[config.mk]
export PLATFORM = sky130hd
export DESIGN_NAME = data_bus_sync
export DESIGN_NICKNAME = d
export VERILOG_FILES = /design/src/rtl/data_bus_sync.sv
export SDC_FILE = /design/constraint.sdc
export NUM_CORES = 1
export LEC_CHECK = 0
export CAP_MARGIN = 40
export CELL_PAD_IN_SITES_DETAIL_PLACEMENT = 0
export CELL_PAD_IN_SITES_GLOBAL_PLACEMENT = 2
export CORE_ASPECT_RATIO = 1.2
export CORE_MARGIN = 1
export CORE_UTILIZATION = 26
export DETAILED_ROUTE_END_ITERATION = 8
export GPL_ROUTABILITY_DRIVEN = 0
export PLACE_DENSITY_LB_ADDON = 0.1
export SLEW_MARGIN = 20
export SYNTH_ARGS = -nofsm -noshare
export SYNTH_HDL_FRONTEND = slang
export SYNTH_SLANG_ARGS = --single-unit
[constraint.sdc]
create_clock -name CLK -period 1.16 [get_ports CLK]
set_input_delay 0.116 -clock CLK [delete_from_list [all_inputs] [get_ports CLK]]
set_output_delay 0.116 -clock CLK [all_outputs]
set_load 0.05 [all_outputs]
[src/rtl/data_bus_sync.sv]
// data_bus_sync: enable-qualified (MCP) multi-bit CDC receiver.
// A data-valid level from the source domain goes through a flop chain. The
// rising edge of the chain output loads the held-stable source bus into a
// destination-domain register and produces a one-cycle strobe.
module data_bus_sync #(
    parameter int WIDTH            = 8,
    parameter int FLIP_FLOP_STAGES = 2
) (
    input  logic             CLK,
    input  logic             RST,
    input  logic [WIDTH-1:0] unsync_bus,
    input  logic             bus_enable,
    output logic [WIDTH-1:0] sync_bus,
    output logic             enable_pulse_reg
);

    logic [FLIP_FLOP_STAGES-1:0] r_sync_stages;
    logic                        r_pulse_ff;
    logic [WIDTH-1:0]            r_sync_bus;
    logic                        r_enable_pulse;
    logic                        w_sync_en;
    logic                        w_enable_pulse;

    // Shift the asynchronous enable through the metastability chain; stage 0 samples the raw input
    always_ff @(posedge CLK or negedge RST) begin
        if (!RST) begin
            r_sync_stages <= '0;
        end else begin
            r_sync_stages <= {r_sync_stages[FLIP_FLOP_STAGES-2:0], bus_enable};
        end
    end

    assign w_sync_en = r_sync_stages[FLIP_FLOP_STAGES-1];

    // Remember the previous synchronized enable so only its rising edge produces a load
    always_ff @(posedge CLK or negedge RST) begin
        if (!RST) begin
            r_pulse_ff <= 1'b0;
        end else begin
            r_pulse_ff <= w_sync_en;
        end
    end

    assign w_enable_pulse = w_sync_en & ~r_pulse_ff;

    // Capture the stable source bus on the edge-detect pulse and register the strobe alongside it
    always_ff @(posedge CLK or negedge RST) begin
        if (!RST) begin
            r_sync_bus     <= '0;
            r_enable_pulse <= 1'b0;
        end else begin
            r_enable_pulse <= w_enable_pulse;
            if (w_enable_pulse) begin
                r_sync_bus <= unsync_bus;
            end
        end
    end

    assign sync_bus         = r_sync_bus;
    assign enable_pulse_reg = r_enable_pulse;

endmodule

* Yosys cells after proc, flatten, opt, wreduce, memory -nomap -nowiden
Cells that the tools add are included.
** Cells by class
- Bitwise operators :: 2
** Operators by type and width (count)
- bitwise AND 1 bit :: 1
- inverter 1 bit :: 1
** Word-level totals
- Output and inout bits :: 9
- Register bits after elaboration :: 12

* Depth between registers and ports, before layout
- Depth after elaboration :: 2
- Mapped depth :: 3
- Gate-level depth less buffers :: 2

* Least setup slack after synthesis
No wires, ideal clock.
- Kind :: reg-to-reg
- Start :: register r_pulse_ff
- End :: register r_sync_bus[0], in the netlist sync_bus[0]
- Buffers on the path :: 1
- Arrival :: 918 ps
- Setup slack :: 117 ps
- Stages on the path, launching flop included :: 4
- Setup time :: 125 ps
- Period minus slack after synthesis :: 1043 ps
- Path through :: dfrtp_1 -> nor2b_4 -> buf_12 -> mux2_4
** Between the ends
- Word-level cells in the longest chain between the ends :: 2
** Ends and longest elaborated chain
- start, declared :: line 18 : logic r_pulse_ff;
- start signal, assigned :: line 40 : r_pulse_ff <= w_sync_en;
- inverter 1 bit :: line 44 : assign w_enable_pulse = w_sync_en & ~r_pulse_ff;
- bitwise AND 1 bit :: line 44
- net w_enable_pulse :: line 22 : logic w_enable_pulse;
- end signal, assigned :: line 54 : r_sync_bus <= unsync_bus;
- end, declared :: line 19 : logic [WIDTH-1:0] r_sync_bus;
The timed path passes the listed nets, and every way through them passes these cells.
A chain may end at the register's enable or synchronous reset.

* Final worst setup path
- Start :: register r_pulse_ff
- End :: register r_sync_bus[2], in the netlist sync_bus[2]
** Between the ends
- Word-level cells in the longest chain between the ends :: 2
** Ends and longest elaborated chain (line)
- inverter 1 bit :: 44
- bitwise AND 1 bit :: 44
Every way passes these cells.

==> impl_metrics.yaml <==
outcome:
  status: "completed"
clock_tree:
  cts_tree: "built"
  numCtsBuffers: 3
  clk_latency_ns: 0.26
  cts_max_level: 1
  clockBufferDepth: 2
  worst_setup_hold_path_clk_slew_ns: 0.08
  cts_setup_buffers: 0
  post_cts_resize_count: 0
  hold_buffers: 0
  cts_sinks: 12
  root_buffer: "clkbuf_4"
placed_design:
  place_inst: 61
  port_buffers: 19
  pre_cts_ws_ns: 0.06803
yosys:
  synth_top_area_cell: "dfrtp_1"
  async_flop_share: 1.000
  synth-seq-area-share: 0.6612
  synth_cell_type_count: 4
  synth_most_common_cell: "dfrtp_1"
  yosys-top-cells-area: "dfrtp_1 (66%), mux2_4 (26%), buf_12 (4.4%)"
  synth_seq_cells: 12
  yosys-top-cells-count: "dfrtp_1 (12), mux2_4 (8), buf_12 (1), nor2b_4 (1)"
  synth.net_count: 33
  synth_ff_type: "dfrtp_1"
  yosys_warnings: 0
  synth_top_area_frac: 0.6612
  synth_area_sq_um: 454.2
  synthesis.instances: 22
  syn_area_per_cell_sq_um: 20.64
  synth_edf_count: 0
timing:
  period_minus_slack_ns: 1.102
  fmax_ghz: 0.9075
  slew_violations: 0
  finalSetupViolations: 0
  rsz0062_at_grt: "no"
  fin_crit_sh: 0.9499
  clock_skew_ns: 0.002144
  worst_slack_ns: 0.05812
  slew_headroom: 0.8918
  fin_tns_setup_ns: 0
  hold_slack_ns: 0.1579
  worst_pin_slew_ns: 0.1624
  hold_viol_final: 0
detailed_routing:
  via_count: 257
  vias_per_cell: 3.954
  first_iter_violations: 2
  drt_wl_total_microns: 830
  ant_nets: 0
  firstDrtPassIters: 2
  drc: 0
  post_drt_wl_per_cell_microns: 12.77
grt:
  grt_pass1_wl_microns: 1297
  grt_overflow: 0
  antenna_found_initial: 0
  grt_usage: 0.1088
  grt_max_degree: 13
  grt_pass1_vias: 295
final_layout:
  synthToLayoutAreaGrowth_pct: 75.21
  largest_reg_flops: 8
  drive_above_1_share: 0.5319
  fin_util: 0.4848
  fin_cells: 65
  num_antenna_cells: 0
  nets: 59
setup_path:
  worstPathArrival_ns: 1.25
  critPathCapture: "sync_bus[2]$_DFFE_PN0P_"
  crit_fanout: 5
  reg2reg_from: "r_pulse_ff$_DFF_PN0_"
  critical_path_required_ns: 1.31
  end_kind: "register"
  worstSetupPathType: "register to register"
  cp-startpoint: "r_pulse_ff$_DFF_PN0_"
  critPathLaunchType: "register"
  reg2reg_slack_ns: 0.06
  reg2reg_to: "sync_bus[2]$_DFFE_PN0P_"
  r2r.worst_path.cells: 3
power_and_ir_drop:
  ir_drop_v: 0.0009144
  leakagePower_nw: 0.3676
  powerDensity_nw_per_um2: 1638
die:
  die_w_microns: 40.16
  initial_core_util: 0.2767
  io_pins: 20
  core_sq_um: 1642
  die_h_microns: 47.79
  dieArea_sq_um: 1919
  rows: 16
min_path:
  hold_path_class: "input port to asynchronous set/reset pin"
flow_run:
  maxCapViolations: 0
placed cells by master (no fill, tap or decap):
master,n
mux2_4,8
buf_12,9
nor2b_4,1
clkbuf_8,1
clkbuf_4,3
clkdlybuf4s50_1,10
buf_4,3
dfrtp_1,12
power breakdown:
part	internal, mW	total [mW]	switching, mW
clock network	0.190	0.325	0.135
logic	0.257	0.462	0.205
registers	0.466	0.516	0.0497
worst min path at each step:
stage                                       endpoint  cells after the start
after global routing         sync_bus[7]$_DFFE_PN0P_                      2
after global placement    r_sync_stages[1]$_DFF_PN0_                      0
final                        sync_bus[5]$_DFFE_PN0P_                      2
after floorplan           enable_pulse_reg$_DFF_PN0_                      0
after detailed placement  r_sync_stages[1]$_DFF_PN0_                      0
after CTS                    sync_bus[7]$_DFFE_PN0P_                      2
routing by layer:
layer	vias to the layer above	track usage	share of wire
li1	125	-	-
met1	118	0.1187	0.44
met2	14	0.1839	0.50
met3	0	0.07442	0.059
met4	0	0	0
met5	-	0	0
cell families after synthesis:
logic type | after synthesis | share of synthesized area
and+or+nand+nor | 1 | 0.03030
buffers and inverters | 1 | 0.04408
DFF | 12 | 0.6612
muxes | 8 | 0.2645
stage by stage:
stage          total power, mW  cell area, sq um
6_report                 1.304             795.8
5_1_grt                  1.368             795.8
3_5_place_dp            0.9914             759.5
4_1_cts                  1.330             795.8
3_3_place_gp            0.9851             759.5
2_1_floorplan           0.7319             454.2
critical path: stages, from the launching register on:
cell and delay [ns]:
dfrtp_1 0.40, nor2b_4 0.12, buf_4 0.17, mux2_4 0.31
final cells by class:
| type | count | area, sq um |
|---|---|---|
| Clock buffer | 4 | 36.28 |
| Fill cell | 145 | 845.8 |
| Multi-Input combinational cell | 9 | 133.9 |
| Sequential cell | 12 | 300.3 |
| Tap cell | 18 | 22.52 |
| Timing Repair Buffer | 22 | 302.8 |
Note: power is estimated with default switching activity, not from simulation.
